<file path="src/rtl/pc_unit.sv">
// pc_unit: fetch-stage program counter with branch, stall, interrupt/eret and per-program reset vectors
module pc_unit #(
  parameter int ADDR_WIDTH = 32,
  parameter int INC = 1,
  parameter int PROG_SEL_WIDTH = 2,
  parameter int PROG_STRIDE = 15,
  parameter logic [31:0] INT_VECTOR = 32'h00000100
) (
  input  logic clock,
  input  logic reset,
  input  logic [PROG_SEL_WIDTH-1:0] program_sel,
  input  logic stall,
  input  logic branch_taken,
  input  logic [ADDR_WIDTH-1:0] branch_target,
  input  logic interrupt,
  input  logic eret,
  output logic [ADDR_WIDTH-1:0] pc,
  output logic [ADDR_WIDTH-1:0] epc,
  output logic in_isr
);
  typedef enum logic {RUN, ISR} state_t;
  state_t state = RUN;
  state_t state_n;
  logic [ADDR_WIDTH-1:0] pc_r = '0;
  logic [ADDR_WIDTH-1:0] epc_r = '0;
  logic int_pending = 1'b0;
  logic [ADDR_WIDTH-1:0] pc_n, epc_n, ret_pc, reset_pc;
  logic pend_n, take_int, do_eret;
  // state register: reset loads the selected program's vector and abandons any handler
  always_ff @(posedge clock) begin
    if (reset) begin
      pc_r <= reset_pc;
      epc_r <= '0;
      int_pending <= 1'b0;
      state <= RUN;
    end else begin
      pc_r <= pc_n;
      epc_r <= epc_n;
      int_pending <= pend_n;
      state <= state_n;
    end
  end
  // next state: stall > eret > interrupt > branch > sequential; pending latches even while stalled
  always_comb begin
    reset_pc = ADDR_WIDTH'(program_sel) * ADDR_WIDTH'(PROG_STRIDE);
    ret_pc = branch_taken ? branch_target : pc_r + ADDR_WIDTH'(INC);
    do_eret = state == ISR && eret;
    take_int = state == RUN && (int_pending || interrupt);
    pc_n = stall ? pc_r : do_eret ? epc_r : take_int ? ADDR_WIDTH'(INT_VECTOR) : ret_pc;
    epc_n = !stall && !do_eret && take_int ? ret_pc : epc_r;
    state_n = stall ? state : do_eret ? RUN : take_int ? ISR : state;
    pend_n = !stall && take_int ? 1'b0 : int_pending || (interrupt && state == RUN);
  end
  // outputs come straight from registers, no input-to-output path
  always_comb begin
    pc = pc_r;
    epc = epc_r;
    in_isr = state == ISR;
  end
endmodule

</file>
<file path="config.mk">
export PLATFORM = sky130hd
export DESIGN_NAME = pc_unit
export DESIGN_NICKNAME = d
export VERILOG_FILES = /design/src/rtl/pc_unit.sv
export SDC_FILE = /design/constraint.sdc
export NUM_CORES = 1
export LEC_CHECK = 0
export CORE_UTILIZATION = 53
export DETAILED_ROUTE_END_ITERATION = 10
export GPL_TIMING_DRIVEN = 0
export PLACE_DENSITY = 0.92
export RECOVER_POWER = 25
export SYNTH_ARGS = -nofsm -noshare
export SYNTH_HDL_FRONTEND = slang
export SYNTH_SLANG_ARGS = --single-unit
</file>
<file path="constraint.sdc">
create_clock -name clock -period 5.23 [get_ports clock]
set_input_delay 1.046 -clock clock [delete_from_list [all_inputs] [get_ports clock]]
set_output_delay 1.046 -clock clock [all_outputs]
set_load 0.01 [all_outputs]
</file>
---- Word level (Yosys, flattened, before mapping) ----
Cells that the tools add are included.
word-level totals
  flip-flop bits (word level) ............. 66
  bits of input ports ..................... 40
  output and inout bits ................... 65
  word-level logic and storage cells ...... 30
cells by class
  add/subtract/negate cells ............... 1
  multipliers ............................. 1
  equality and inequality tests ........... 1
  multiplexer cells ....................... 7
  bitwise gates (word level) .............. 2
  reduce and logical (&&, ||, !) cells .... 13
operator list
  operator                                                             number
  32-bit 2-to-1 mux                                                    3
  32-bit by 1-bit adder with 32-bit output (second input constant)     1
  6-bit 2-to-1 mux                                                     2
  1-bit logical AND                                                    6
  2-bit by 4-bit multiplier with 6-bit output (second input constant)  1
  1-bit zero test                                                      2
  1-bit logical OR                                                     2
  1-bit 2-to-1 mux                                                     2
  2-bit != test (second input constant)                                1
  1-bit inverter                                                       2
  2-bit AND reduction                                                  1
  2-bit nonzero test                                                   1
  2-bit OR reduction                                                   1

---- Longest topological paths before layout ----
Gate-level depths: netlist (run 1).
  depth in word-level cells ............... 6
  mapped depth ............................ 6
  gate-level depth less buffers ........... 6

---- Worst setup path after synthesis (run 1) ----
OpenSTA, ideal clock, no wires.
  kind .................................... input to register
  from .................................... input port interrupt
  to ...................................... register pc_r[5] (netlist: pc[5]), data pin
  library setup time ...................... 0.152 ns
  arrival ................................. 2.299 ns
  required time ........................... 5.078 ns
  setup slack ............................. 2.779 ns
  stages on the path ...................... 6
  buffers on the path ..................... 2
  path through ............................ or3_1 o21ai_0 clkbuf_1 buf_1 a22oi_1 o21ai_0
on the way
  longest elaborated chain between the ends .. 6
ends and longest elaborated chain
  element                          line  RTL
  start: declaration               15    input logic interrupt,
  1-bit logical OR                 48    take_int = state == RUN && (int_pending || interrupt);
  1-bit logical AND                48
  32-bit 2-to-1 mux (2 in series)  49    pc_n = stall ? pc_r : do_eret ? epc_r : take_int ? ADDR_WIDTH'(INT_VECTOR) : ret_pc;
  6-bit 2-to-1 mux                 49
  6-bit 2-to-1 mux                 31    if (reset) begin
  end signal: assignment           32    pc_r <= reset_pc;
  end signal: assignment           37    pc_r <= pc_n;
  end: declaration                 24    logic [ADDR_WIDTH-1:0] pc_r = '0;
Every way passes these cells. The select of a mux whose other input is x is not followed.
A chain may end at the register's enable or synchronous reset.

---- Worst setup path in the final report (run 1) ----
  from .................................... input port branch_taken
  to ...................................... register pc_r[10] (netlist: pc[10])
on the way
  longest elaborated chain between the ends .. 3
ends and longest elaborated chain
  element                          line  RTL
  start: declaration               13    input logic branch_taken,
  32-bit 2-to-1 mux                46    ret_pc = branch_taken ? branch_target : pc_r + ADDR_WIDTH'(INC);
  32-bit 2-to-1 mux (2 in series)  49
Every way passes these cells.

==> flow_metrics.tcl, run 1 <==
set metrics [dict create \
    worstPathCellList "clkdlybuf4s50_1 -> clkbuf_1 -> buf_1 -> clkbuf_1 -> o211ai_1 -> a221oi_1" \
    clk_pin_slew_ns 0.07 \
    cts_resized 0 \
    synthMostInstantiatedCell "dfxtp_1" \
    leakagePower_nw 1.88 \
    max_freq_ghz 0.303 \
    synth_top_family_by_area "compound AO/OA/AOI/OAI gates" \
    power_density_nw_per_um2 257 \
    io_pins 105 \
    syn_to_final_growth_pct 34.3 \
    ys_ff_latch 66 \
    antenna_cells 0 \
    dp_hpwl_um 10900 \
    antenna_left 0 \
    grt_usage_pct 40.3 \
    mappedNetlistNets 558 \
    postPlaceCellArea_um2 5060 \
    die_w_um 87.9 \
    rsz0062_at_grt "no" \
    synth_simple_gate_area_share_pct 24.9 \
    finClkSkew_ns 0.00634 \
    setup_viol 0 \
    numClockSinks 66 \
    final-seq-area_um2 1380 \
    grt_pass1_vias 4516 \
    hold_path.class "reg -> reg" \
    drive_gt1_share_pct 3.79 \
    hold_viol 0 \
    synthTopCellsByArea "dfxtp_1, a21oi_1, nand2_1, edfxtp_1, a221oi_1" \
    h-tree-depth 3 \
    fin_crit_ns 3.30 \
    crit_path_frequent_cell "clkbuf_1" \
    worstPathRequired_ns 5.48 \
    multiInputGateArea_um2 2260 \
    ys.flop_type "dfxtp_1" \
    grt_overflow 0 \
    synth_xor_area_share_pct 1.57 \
    tns_ns 0 \
    synth-async-reset-ratio_pct 0 \
    status "complete, no violations" \
    clockBufferDepth 2 \
    cts_tree "yes" \
    synthAdderAreaFrac_pct 1.28 \
    detail_route.iter0.violations 812 \
    n_fill_cell 532 \
    crit_buf_inv 4 \
    path_max_fanout 10 \
    start_util_pct 56.3 \
    syn_inst 514 \
    critPathKind "in -> reg" \
    arrival_ns 3.54 \
    drc 0 \
    num_vias 4942 \
    fin_util_pct 75.6 \
    avgSynthCellArea_um2 7.61 \
    synthMuxAreaShare_pct 1.92 \
    worst_pin_slew_ns 0.897 \
    ys_warn_count 0 \
    drtPass1Iterations 6 \
    yosysTopAreaCell "dfxtp_1" \
    dieArea_um2 7730 \
    synthTopCellsByCount "dfxtp_1, nand2_1, a21oi_1" \
    synth-seq-area-share_pct 35.3 \
    synth_compound_area_share_pct 28.2 \
    cp-start-kind "input port" \
    cts_root_buf "clkbuf_8" \
    power_mw 1.35 \
    core_area_um2 6940 \
    post_cts_buffers 0 \
    nets 672 \
    gp_congestion 0.958 \
    synth_area_um2 3910 \
    cts_buffers 9 \
    cts-hold-fix-buffers 0 \
    antenna_found_initial 0 \
    worst_path_dominant_cell_family "buffers and inverters" \
    synth_top_area_share_pct 30.7 \
    row_count 30 \
    final_max_slew_viol_count 0 \
    endpoint_kind "flip-flop" \
    vias_per_cell 6.78 \
    routed_wl_um 15400 \
    synth_edf_count 6 \
    clk_latency_ns 0.35 \
    fin_area_um2 5250 \
    die_y_um 87.9 \
    critical-path-slowest-cell "clkdlybuf4s50_1" \
    slew_headroom_pct 39.7 \
    ys_types 48 \
    finalCritPeriodShare_pct 63.0 \
    critPathMaxStageDelay_ns 0.58 \
    wire_per_inst_um 21.2 \
    portBuffers 103 \
    vdd_drop_max_mv 0.161 \
    grt_pass1_wl_um 23200 \
    grt_max_degree 12 \
    cap_viol_max_count 0 \
]
[flip-flops by register name, summed over array words and instances (netlist names)]
| signal | count |
|---|---|
| pc | 32 |
| int_pending | 1 |
| in_isr | 1 |
| epc | 32 |
[logic make-up after synthesis]
group / after synthesis
XOR/XNOR: 7
buffers and inverters: 71
AND/OR/NAND/NOR: 191
adder cells (fa/ha/maj): 4
AO/OA/AOI/OAI: 168
flip-flops: 66
multiplexers: 7
[layout make-up]
type,instances,share of cell area [%]
multi-input cells,377,43.1
flip-flops and latches,66,26.3
repair buffers,103,19.6
plain buffers,41,2.95
clock buffers,13,2.84
well taps,96,2.29
inverters,30,2.14
clock inverters,3,0.762
[cell usage in the layout (no fill, tap or decap), types with 9 or more instances in the layout]
cell / Yosys / layout
inv_1: 30 / 30
a21oi_1: 50 / 50
clkdlybuf4s50_1: 0 / 70
nor3_1: 18 / 18
clkbuf_1: 32 / 36
dlygate4sd3_1: 0 / 33
nor2_1: 29 / 29
o21ai_0: 30 / 30
nor4_1: 9 / 9
nand2_1: 52 / 52
clkbuf_8: 0 / 10
dfxtp_1: 60 / 60
o211ai_1: 12 / 12
nand4_1: 9 / 9
nand3_1: 30 / 30
a221oi_1: 19 / 19
nand2b_1: 9 / 9
[power by group]
group	internal, mW	switching (mW)
Clock	0.233	0.208
Combinational	0.139	0.180
Sequential	0.547	0.0451
[per-stage QoR]
| step | instances | hold WS [ns] | worst slack, ns |
|---|---|---|---|
| 3_5_place_dp | 713 | 0.470 | 1.72 |
| 2_1_floorplan | 514 | 0.491 | 2.78 |
| 6_report | 729 | 0.475 | 1.93 |
| 4_1_cts | 729 | 0.480 | 2.06 |
| 5_1_grt | 729 | 0.507 | 1.85 |
| 3_3_place_gp | 713 | 0.462 | 1.75 |
[metal layers]
layer	track usage, %	up-vias	part of all wire (%)
met4	19.1	0	4.1
li1	-	2144	-
met1	52.8	2264	38
met3	8.11	78	14
met2	63.6	456	44
met5	0	-	0
[worst paths after layout]
check | slack (ns) | to | from | cells after the start
setup / recovery | 1.93 | pc[10] | branch_taken | 6
hold / removal | 0.48 | epc[4] | epc[4] | 2
setup reg to reg | 2.66 | epc[14] | pc[0] | 6
hold reg to reg | 0.48 | epc[4] | epc[4] | 2
[tightest hold or removal path, stage by stage, from the launching register on]
cell and delay, ns:
dfxtp_1 0.32, nand2_1 0.05, a21oi_1 0.05
(Power assumes the default switching activity.)
==> run 2: changes to the inputs <==
CORE_UTILIZATION = 49   (was 53)
PLACE_DENSITY = 0.87   (was 0.92)
clock period = 3.08 ns   (was 5.23 ns; I/O delays follow)
==> run 2 against run 1 <==
  * Via count down 1.7%
  * Clock-buffer cell count up 1
  * Non-clock buffer count unchanged
  * Critical path depth up 1
  * Wire length down 0.81%
  * Sequential share of layout area down 0.081 points
  * Combinational power up 70%
  * Total power up 71%
  * Sequential power up 69%
  * Clock power up 74%
  * Critical path type unchanged
  * Core utilization down 7.5 points
==> flow_metrics.tcl, run 2 (synthesis gave the netlist of run 1 again) <==
set metrics [dict create \
    grt_pass1_wl_um 23300 \
    grt_overflow 0 \
    syn_to_final_growth_pct 34.7 \
    holdPathStages 2 \
    wire_per_inst_um 20.8 \
    status "complete, no violations" \
    rsz0062_at_grt "no" \
    holdPathEnd "epc[5]" \
    drive_gt1_share_pct 3.79 \
    max_freq_ghz 0.350 \
    antenna_cells 0 \
    cts_tree "yes" \
    dp_hpwl_um 10900 \
    cp-start-kind "input port" \
    cap_viol_max_count 0 \
    cts_root_buf "clkbuf_8" \
    placed_cells 719 \
    worst_pin_slew_ns 0.762 \
    leakagePower_nw 1.88 \
    critical-path-slowest-cell "buf_1" \
    dieArea_um2 8340 \
    hold_viol 0 \
    critPathMaxStageDelay_ns 0.64 \
    finClkSkew_ns 0.0126 \
    antenna_found_initial 0 \
    detail_route.iter0.violations 601 \
    post_cts_buffers 0 \
    hold_path.class "reg -> reg" \
    clockBufferDepth 2 \
    cts_resized 0 \
    holdCritStartpoint "epc[5]" \
    fin_util_pct 68.2 \
    antenna_left 0 \
    portBuffers 103 \
    clk_latency_ns 0.36 \
    critPathKind "in -> reg" \
    vdd_drop_max_mv 0.253 \
    nets 672 \
    clk_pin_slew_ns 0.07 \
    power_mw 2.31 \
    slew_headroom_pct 48.8 \
    final_cell_mix "clkdlybuf4s50_1, dfxtp_1, nand2_1" \
    h-tree-depth 3 \
    worstPathCellList "clkdlybuf4s50_1 -> or3_1 -> o21ai_0 -> clkbuf_1 -> buf_1 -> nand2_1 -> o31ai_1" \
    r2r-start "pc[13]" \
    worstPathRequired_ns 3.35 \
    crit_buf_inv 3 \
    cts_buffers 9 \
    path_max_fanout 10 \
    r2r.worst_path.cells 6 \
    row_count 32 \
    worst_r2r_endpoint "epc[26]" \
    setup_viol 0 \
    die_w_um 91.3 \
    power_density_nw_per_um2 439 \
    rrSetupSlack_ns 0.52 \
    fin_crit_ns 2.85 \
    endpoint_kind "flip-flop" \
    numClockSinks 66 \
    final_max_slew_viol_count 0 \
    finalCritPeriodShare_pct 92.7 \
    n_fill_cell 667 \
    die_y_um 91.3 \
    routed_wl_um 15300 \
    gp_congestion 0.962 \
    worst_path_dominant_cell_family "buffers and inverters" \
    start_util_pct 50.6 \
    grt_max_degree 11 \
    drtPass1Iterations 7 \
    hold_slack_ns 0.475 \
    num_vias 4856 \
    drc 0 \
    io_pins 105 \
    layout_commonest_cell "clkdlybuf4s50_1" \
    vias_per_cell 6.61 \
    core_area_um2 7730 \
    fin_cells 735 \
    cts-hold-fix-buffers 0 \
    arrival_ns 3.12 \
    grt_usage_pct 36.3 \
    grt_pass1_vias 4536 \
]
## run 2: routing by layer
metal | global-route usage, % | wire length [um]
met5 | 0 | 0
met4 | 21.4 | 774
met3 | 8.46 | 1910
met2 | 55.9 | 6840
met1 | 46.3 | 5780
## run 2: per-stage QoR
step	setup slack [ns]	area [um^2]	setup TNS [ns]
after global routing	0.0873	5270	0
after detailed placement	-0.0308	5070	-0.0720
after global placement	0.00387	5070	0
after CTS	0.336	5270	0
after floorplan	0.968	3910	0
final	0.226	5270	0
## run 2: worst max-delay path by stage
stage,startpoint,end,slack (ns),depth (start not counted)
finish,interrupt,pc[19],0.23,7
global route,interrupt,pc[19],0.09,7
CTS,interrupt,pc[19],0.34,7
detailed placement,interrupt,pc[19],-0.03,7
global placement,interrupt,pc[19],0.004,7
floorplan,pc[13],epc[30],0.97,5
## run 2: worst reg2reg max path: stages, from the launching register on
cell,delay (ns)
dfxtp_1,0.47
and4_1,0.22
clkbuf_1,0.26
nand3_1,0.32
nor4_1,0.46
mux2_2,0.40
o41ai_1,0.32
## run 2: area by class of cell
cell class | count | area, um^2 | area share [%]
timing repair buffer | 103 | 1030 | 19.6
inverter | 30 | 113 | 2.14
buffer | 41 | 155 | 2.95
clock inverter | 2 | 35.0 | 0.665
clock buffer | 14 | 163 | 3.09
sequential | 66 | 1380 | 26.2
multi-input combinational | 377 | 2260 | 42.9
tap | 102 | 128 | 2.42
## run 2: where the power goes
| group | internal [mW] | leakage [nW] | switching (mW) |
|---|---|---|---|
| Clock | 0.419 | 0.101 | 0.347 |
| Sequential | 0.929 | 0.555 | 0.0749 |
| Combinational | 0.236 | 1.23 | 0.305 |
| Total | 1.58 | 1.88 | 0.727 |
